<file path="config.mk">
export PLATFORM = sky130hd
export DESIGN_NAME = serial_seq_detector
export DESIGN_NICKNAME = d
export VERILOG_FILES = /design/src/rtl/seq_det_pkg.sv /design/src/rtl/sat_counter.sv /design/src/rtl/serial_seq_detector.sv
export SDC_FILE = /design/constraint.sdc
export NUM_CORES = 1
export LEC_CHECK = 0
export ABC_AREA = 0
export CELL_PAD_IN_SITES_DETAIL_PLACEMENT = 2
export CELL_PAD_IN_SITES_GLOBAL_PLACEMENT = 2
export CORE_ASPECT_RATIO = 0.6
export CORE_UTILIZATION = 28
export CTS_CLUSTER_SIZE = 10
export DETAILED_ROUTE_END_ITERATION = 7
export PLACE_DENSITY = 0.84
export SYNTH_ARGS = -nofsm -noshare
export SYNTH_HDL_FRONTEND = slang
export SYNTH_SLANG_ARGS = --single-unit
</file>
<file path="constraint.sdc">
create_clock -name clk -period 1.7 [get_ports clk]
set_clock_uncertainty 0.1 [all_clocks]
set_input_delay 0.34 -clock clk [delete_from_list [all_inputs] [get_ports clk]]
set_output_delay 0.34 -clock clk [all_outputs]
set_load 0.01 [all_outputs]
</file>
<file path="src/rtl/seq_det_pkg.sv">
// Shared types and defaults for the serial sequence detector.
// Build option SEQ_DET_OVERLAP_EN (consumed by serial_seq_detector) selects overlapping detection.
package seq_det_pkg;

  typedef enum logic {
    IDLE = 1'b0,
    HUNT = 1'b1
  } seq_state_e;

  localparam int             DEF_PAT_W   = 4;
  localparam logic [3:0]     DEF_PATTERN = 4'b1011;
  localparam int             DEF_CNT_W   = 8;

  // Largest value a w-bit saturating counter may hold; w is expected to stay below 31.
  function automatic int sat_max(input int w);
    return (1 << w) - 1;
  endfunction

  localparam int DEF_CNT_MAX = sat_max(DEF_CNT_W);

endpackage

</file>
<file path="src/rtl/sat_counter.sv">
// Saturating up-counter with synchronous clear; holds at its maximum instead of wrapping.
module sat_counter
  import seq_det_pkg::*;
#(
  parameter int W = DEF_CNT_W
) (
  input  logic         clk,
  input  logic         rst,
  input  logic         inc,
  input  logic         clr,
  output logic [W-1:0] cnt
);

  localparam logic [W-1:0] MAX = W'(sat_max(W));

  always_ff @(posedge clk or negedge rst) begin
    if (!rst) begin
      cnt <= '0;
    end else if (clr) begin
      cnt <= '0;
    end else if (inc && (cnt != MAX)) begin
      cnt <= cnt + W'(1);
    end
  end

endmodule

</file>
<file path="src/rtl/serial_seq_detector.sv">
// Serial pattern detector: shifts in qualified bits, pulses match and counts matches.
// Build option SEQ_DET_OVERLAP_EN: keep history after a match so a suffix can start the next one.
//
// state | meaning
// IDLE  | detector disabled, history and fill held at zero
// HUNT  | enabled, shifting in bits while din_valid is high
module serial_seq_detector
  import seq_det_pkg::*;
#(
  parameter int               PAT_W   = DEF_PAT_W,
  parameter logic [PAT_W-1:0] PATTERN = PAT_W'(DEF_PATTERN),
  parameter int               CNT_W   = DEF_CNT_W
) (
  input  logic             clk,
  input  logic             rst,
  input  logic             en,
  input  logic             din,
  input  logic             din_valid,
  input  logic             clr,
  output logic             match,
  output logic [CNT_W-1:0] match_cnt,
  output logic             busy
);

  localparam int               FILL_W = $clog2(PAT_W + 1);
  localparam logic [FILL_W-1:0] FULL  = FILL_W'(PAT_W);

  seq_state_e        state;
  logic [PAT_W-1:0]  history;
  logic [FILL_W-1:0] fill;
  logic              hit_q;

  logic              accept;
  logic [PAT_W-1:0]  hist_nx;
  logic [FILL_W-1:0] fill_nx;
  logic              hit;

  assign accept  = (state == HUNT) && din_valid;
  assign hist_nx = {history[PAT_W-2:0], din};
  assign fill_nx = (fill == FULL) ? FULL : fill + FILL_W'(1);
  // fill guards against the zeroed history matching an all-zero-prefixed pattern early
  assign hit     = accept && (fill_nx == FULL) && (hist_nx == PATTERN);

  // hit_q marks the bit that completed the pattern; match follows one edge later
  always_ff @(posedge clk or negedge rst) begin
    if (!rst) begin
      state   <= IDLE;
      busy    <= 1'b0;
      history <= '0;
      fill    <= '0;
      hit_q   <= 1'b0;
      match   <= 1'b0;
    end else begin
      state <= en ? HUNT : IDLE;
      busy  <= en;
      match <= clr ? 1'b0 : hit_q;
      if (clr) begin
        history <= '0;
        fill    <= '0;
        hit_q   <= 1'b0;
      end else begin
        hit_q <= hit;
        if ((state == HUNT) && !en) begin
          history <= '0;
          fill    <= '0;
        end else if (hit) begin
`ifdef SEQ_DET_OVERLAP_EN
          history <= hist_nx;
          fill    <= fill_nx;
`else
          history <= '0;
          fill    <= '0;
`endif
        end else if (accept) begin
          history <= hist_nx;
          fill    <= fill_nx;
        end
      end
    end
  end

  sat_counter #(.W(CNT_W)) u_match_cnt (
    .clk (clk),
    .rst (rst),
    .inc (hit_q),
    .clr (clr),
    .cnt (match_cnt)
  );

endmodule
</file>
==> impl_metrics.toml, run 1 <==
[outcome]
status = "complete, but fails checks"
violations = "negative setup slack"

[timing]
setup_viol = 1
fmax_mhz = 573
rsz0062_at_grt = "true"
tightestPinTransition_ns = 0.393
period_share = 1.03
setup_slack_ns = -0.0444
finalSetupTns_ns = -0.0444
slew_headroom = 0.737
hold_violations = 0
slew_viol_final = 0
period_needed_ns = 1.74

[clock_network]
clock_path_buffers = 2
cts_sinks = 17
clkLatencyLatePin_ns = 0.25
htreeDepth = 1
clkTransAtPathRegs_ns = 0.07
cts_root_buf = "clkbuf_8"
cts_buffers = 3
cts_tree = "yes"

[yosys]
synth_top_family_by_area = "simple AND/OR/NAND/NOR gates"
syn-cell-area_sq_um = 845
avgSynthCellArea_sq_um = 9.94
syn_inst = 85
ys_seq_area_frac = 0.504
synth_xor_area_frac = 0.0207
yosys.area_share.simple = 0.203
synth.yosys.warnings = 0
synthAdderAreaFrac = 0.0444
ys_ff_latch = 17
muxShareOfSynthArea = 0.0474
synth_compound_area_frac = 0.159
synth_fp_nets = 94
synth_cell_types = 30

[global_routing]
grt_use_met3 = 0.0478
grt_pass1_vias = 809
grt_usage = 0.195
antenna_found_initial = 0
met1_usage = 0.260
grt_pass1_wl_microns = 4480
globalRouteOverflowTotal = 0
grt_start_max_net_pins = 18
top_usage_layer = "met2"
met2_usage = 0.318

[cells_and_area]
utilization = 0.449
antennaDiodeCount = 0
areaGrowthSynthToFinish_pct = 52.6
finalNetCount = 128
layout_commonest_cell = "buf_4"
filler_cell_count = 315
design_area_sq_mm = 0.00129
layout_common_cells = "buf_4, nand2_1, nor2_1, dfrtp_1, clkdlybuf4s50_1"
final_layout_size_suffix_gt1_frac = 0.297

[drt]
routedWlPerCell_microns = 19.8
drc = 0
routed_wl_microns = 3160
vias_per_cell = 5.20
postRouteAntennaNets = 0
drt_iter0_drc = 46
via_count = 832
dr.pass1.iters = 2

[floorplanning]
rows = 15
core_sq_mm = 0.00287
io_pins = 16
die-area_sq_mm = 0.00325
chipHeight_microns = 44.5
start_util = 0.294
fp.dieW_microns = 72.9

[worst_setup_path]
start_kind = "register"
crit_type = "register to register"
cp.arrival_ns = 1.78
worstPathMaxFanout = 5
r2r_start = "u_match_cnt.cnt[4]"
crit_start = "u_match_cnt.cnt[4]"
worstPathRequired_ns = 1.74
cp-end-kind = "register"

[placed_design]
hpwlAfterDp_microns = 2010
gp_congestion = 0.729
placed_cell_area_sq_mm = 0.00111
port_buffers = 15
place_ws_ns = -0.116

[run]
drv_cap = 0

[power]
p_per_area_mw_per_mm2 = 626
power_leakage_nw = 0.595
ir_worst_vdd_uv = 462

[worst_hold_path]
hold_path_class = "input pin to async pin"
## per-layer routing
layer / wire length, microns / vias up
met2: 1590 / 12
li1: - / 375
met3: 77 / 9
met4: 65 / 0
met1: 1430 / 436
met5: 0 / -
## worst paths after layout
check | slack, ns | cells after the start | endpoint
worst max-delay path | -0.04 | 5 | u_match_cnt.cnt[5]
worst min-delay path | 0.34 | 2 | u_match_cnt.cnt[6]
worst max register to register | -0.04 | 5 | u_match_cnt.cnt[5]
worst min register to register | 0.45 | 2 | history[2]
max in group asynchronous | 0.94 | 2 | u_match_cnt.cnt[2]
min in group clk | 0.45 | 2 | history[2]
## flip-flops by register name, indices dropped and copies added, names as in the netlist
name	count
busy	1
match	1
u_match_cnt.cnt	8
hit_q	1
history	3
fill	3
## synth_stat cells (all sizes together)
cell type   n  area share
inv         4       0.018
nand3       2       0.012
and4        1       0.010
and3        1      0.0074
a32oi       1       0.010
nor2b       1      0.0074
o21ai       3       0.018
nand4       2       0.015
or4b        1       0.012
a21o        1      0.0089
o41ai       1       0.019
and4b       1       0.012
dfrtp      17        0.50
a21oi       7       0.041
o2111ai     1       0.010
nor4b       1       0.010
mux2i       4       0.047
nor3        2       0.012
xor2        2       0.021
and2        1      0.0074
o2111a      1       0.013
a22oi       1      0.0089
nand2      11       0.049
ha          3       0.044
nor2       11       0.049
o211ai      2       0.018
o311ai      1       0.010
clkbuf      1      0.0044
## cell families (layout without fill, tap and decap cells)
family                     after synthesis  in the layout
and+or+nand+nor                         35             35
AOI/OAI and AO/OA                       19             19
DFF                                     17             17
buffers and inverters                    5             38
muxes                                    4              4
adders and majority gates                3              3
xor gates and xnor gates                 2              2
## cell type report
class                   instances  area (sq um)  area share
well taps                      42          52.6      0.0408
flip-flops and latches         17           433       0.336
inverters                       4          15.0      0.0117
repair buffers                 30           269       0.209
multi-input cells              63           474       0.368
clock buffers                   4          45.0      0.0350
## where the power goes
part           total [mW]  switching (mW)  leakage (nW)  internal (mW)
logic              0.0864          0.0448         0.348         0.0416
registers           0.414         0.00545         0.225          0.408
clock network       0.306           0.139        0.0228          0.166
total               0.806           0.190         0.595          0.616
## through the flow
stage               hold WS, ns  instances  total power [mW]
finish                    0.341        160             0.806
floorplan               -0.0556         85             0.444
CTS                       0.349        155             0.814
global route              0.350        160             0.845
global placement          0.426        150             0.485
detailed placement        0.446        150             0.492
## critical path, stage by stage (launching register included)
cell and delay, ns:
dfrtp_2 0.40, buf_4 0.12, nand4_1 0.31, o2111ai_1 0.38, xor2_1 0.22, nor2_1 0.08
## repair_timing
| action | CTS | global route |
|---|---|---|
| hold buffers | 0 | 0 |
| gates resized for setup | 10 | 12 |
| buffers inserted | 1 | 5 |
| setup endpoints to repair | 11 | 13 |
| pin swaps | 1 | 1 |
Power figures use the tool's default switching activity.
==> run 2: changes to the inputs <==
Settings changed: CAP_MARGIN set to 20.
==> results of run 2 <==
Final layout, timing and power as in run 1 (identical DEF).
==> run 3: changes to the inputs <==
Settings changed: CORE_UTILIZATION 28 to 29, CTS_CLUSTER_DIAMETER set to 60, PLACE_DENSITY 0.84 to 0.85, REMOVE_ABC_BUFFERS set to 1, SYNTH_HIERARCHICAL set to 1.
==> run 3 against run 2 <==
Effect of this change:
- setup slack better by 0.033 ns
- the run still ends with negative setup slack left
- register-to-register slack better by 0.09 ns
- critical path depth shrank 4
- cell count is 4.4% higher
- critical endpoint is now match_cnt[5]
- clock power is 2% higher
- global-route usage rose by 1.9 points
==> impl_metrics.toml, run 3 <==
[worst_setup_path]
path_buf_inv = 1
cp_slowest_cell = "clkdlybuf4s50_1"
start_kind = "register"
cpLargestDelayFamily = "buffers and inverters"
path_cells = "clkdlybuf4s50_1"
crit_type = "register to output port"
worstPathRequired_ns = 1.26
worstPathMaxFanout = 6
cp-end-kind = "output port"
cp.arrival_ns = 1.27
critPathMaxStageDelay_ns = 0.58

[timing]
setup_slack_ns = -0.0112
finalSetupTns_ns = -0.0112
tightestPinTransition_ns = 0.484
period_share = 1.01
holdWs_ns = 0.323
hold_violations = 0
period_needed_ns = 1.71
slew_viol_final = 0
fmax_mhz = 584
setup_viol = 1
slew_headroom = 0.669

[drt]
via_count = 921
drc = 0
postRouteAntennaNets = 0
dr.max_layer_used = "met4"
routedWlPerCell_microns = 20.2
drt-met1-wl_microns = 1630
wl_met2_microns = 1630
drt_iter0_drc = 61
wl_met3_microns = 62
vias_per_cell = 5.51
dr.pass1.iters = 3
routed_wl_microns = 3370

[yosys]
yosys.area_share.simple = 0.264
avgSynthCellArea_sq_um = 9.98
muxShareOfSynthArea = 0.0560
yosysMostFrequentCell = "dfrtp_1"
ys_seq_area_frac = 0.453
syn-cell-area_sq_um = 938
synth.yosys.warnings = 6
synth_async_sr_flop_share = 1.00
netlist_top_cells_count = "dfrtp_1, a21oi_1, inv_1, nand2_1"
synth_compound_area_frac = 0.153
synth-edff-count = 0
synth_cell_types = 39
synth_area_leaders = "dfrtp_1, ha_1, a21oi_1"
synth_xor_area_frac = 0
syn_inst = 94
synth_top_family_by_area = "simple AND/OR/NAND/NOR gates"
yosysTopAreaCellShare = 0.453
synth_largest_area_cell = "dfrtp_1"
ys_ff_latch = 17
synthAdderAreaFrac = 0.0400
yosys_most_used_dff = "dfrtp_1"

[placed_design]
port_buffers = 15
gp_congestion = 0.807
placed_cell_area_sq_mm = 0.00119
hpwlAfterDp_microns = 2330

[power]
power_leakage_nw = 0.590
p_per_area_mw_per_mm2 = 614
fin_total_pwr_mw = 0.798
ir_worst_vdd_uv = 220

[global_routing]
grt_pass1_wl_microns = 5330
grt_usage = 0.214
grt_pass1_vias = 979
globalRouteOverflowTotal = 0
grt_start_max_net_pins = 18
antenna_found_initial = 0

[cells_and_area]
utilization = 0.438
finalNetCount = 135
final_layout_size_suffix_gt1_frac = 0.240
layout_commonest_cell = "buf_4"
largest_reg_flops = 8
top_register = "u_match_cnt/cnt"
areaGrowthSynthToFinish_pct = 38.5
layout_common_cells = "buf_4, dfrtp_1, clkdlybuf4s50_1"
largestRegisters = "u_match_cnt/cnt (8), fill (3), history (3)"
antennaDiodeCount = 0
design_area_sq_mm = 0.00130

[floorplanning]
die-area_sq_mm = 0.00347
io_pins = 16
fp.dieW_microns = 75.4
core_sq_mm = 0.00297
chipHeight_microns = 46.1
start_util = 0.316
rows = 15

[clock_network]
clkLatencyLatePin_ns = 0.26
cts_sinks = 17
cts_buffers = 3
clock_path_buffers = 2
htreeDepth = 1
cts_root_buf = "clkbuf_8"
clkTransAtPathRegs_ns = 0.07
cts_tree = "yes"

[run]
drv_cap = 0

[worst_hold_path]
hold_path_class = "input pin to async pin"

[outcome]
violations = "negative setup slack"
status = "complete, but fails checks"
run 3: final timing paths:
check | start | end | slack (ns) | depth (start not counted)
max | u_match_cnt/cnt[5] | match_cnt[5] | -0.01 | 1
min | rst | u_match_cnt/cnt[6] | 0.32 | 2
max reg2reg | fill[0] | history[0] | 0.05 | 5
min reg2reg | fill[1] | fill[1] | 0.48 | 2
max in group asynchronous | rst | u_match_cnt/cnt[2] | 0.96 | 2
min in group clk | en | busy | 0.46 | 1
run 3: repair_timing:
action	CTS	global route
resized for setup	7	4
buffers inserted	2	4
cloned	0	0
endpoints found under the setup margin	8	6
hold buffers	0	0
run 3: final cells by class:
| cell class | instances | area [sq um] |
|---|---|---|
| fill | 331 | 1670 |
| multi-input combinational | 69 | 495 |
| sequential | 17 | 430 |
| timing repair buffer | 29 | 254 |
| tap | 42 | 52.6 |
| clock buffer | 4 | 45.0 |
| inverter | 6 | 22.5 |
run 3: layer usage:
metal / up-vias / track usage
met5: - / 0
met4: 0 / 0.0593
met3: 6 / 0.0350
met2: 15 / 0.355
met1: 489 / 0.293
li1: 411 / -
run 3: cells by family (layout without fill, tap and decap cells):
| family | count (synthesis) | count (layout) |
|---|---|---|
| adder cells (fa/ha/maj) | 3 | 3 |
| AND/OR/NAND/NOR | 40 | 40 |
| buffers and inverters | 8 | 39 |
| flip-flops | 17 | 17 |
| AO/OA/AOI/OAI | 21 | 21 |
| multiplexers | 5 | 5 |
run 3: power by group:
group / internal (mW) / switching [mW] / total [mW]
registers: 0.408 / 0.00427 / 0.413
logic: 0.0310 / 0.0422 / 0.0732
clock network: 0.167 / 0.145 / 0.312
run 3: stage by stage:
| stage | worst slack [ns] | instances |
|---|---|---|
| floorplan | -0.0341 | 92 |
| global placement | 0.0560 | 157 |
| detailed placement | -0.0281 | 157 |
| CTS | 0.00837 | 163 |
| global route | -0.0402 | 167 |
| finish | -0.0112 | 167 |
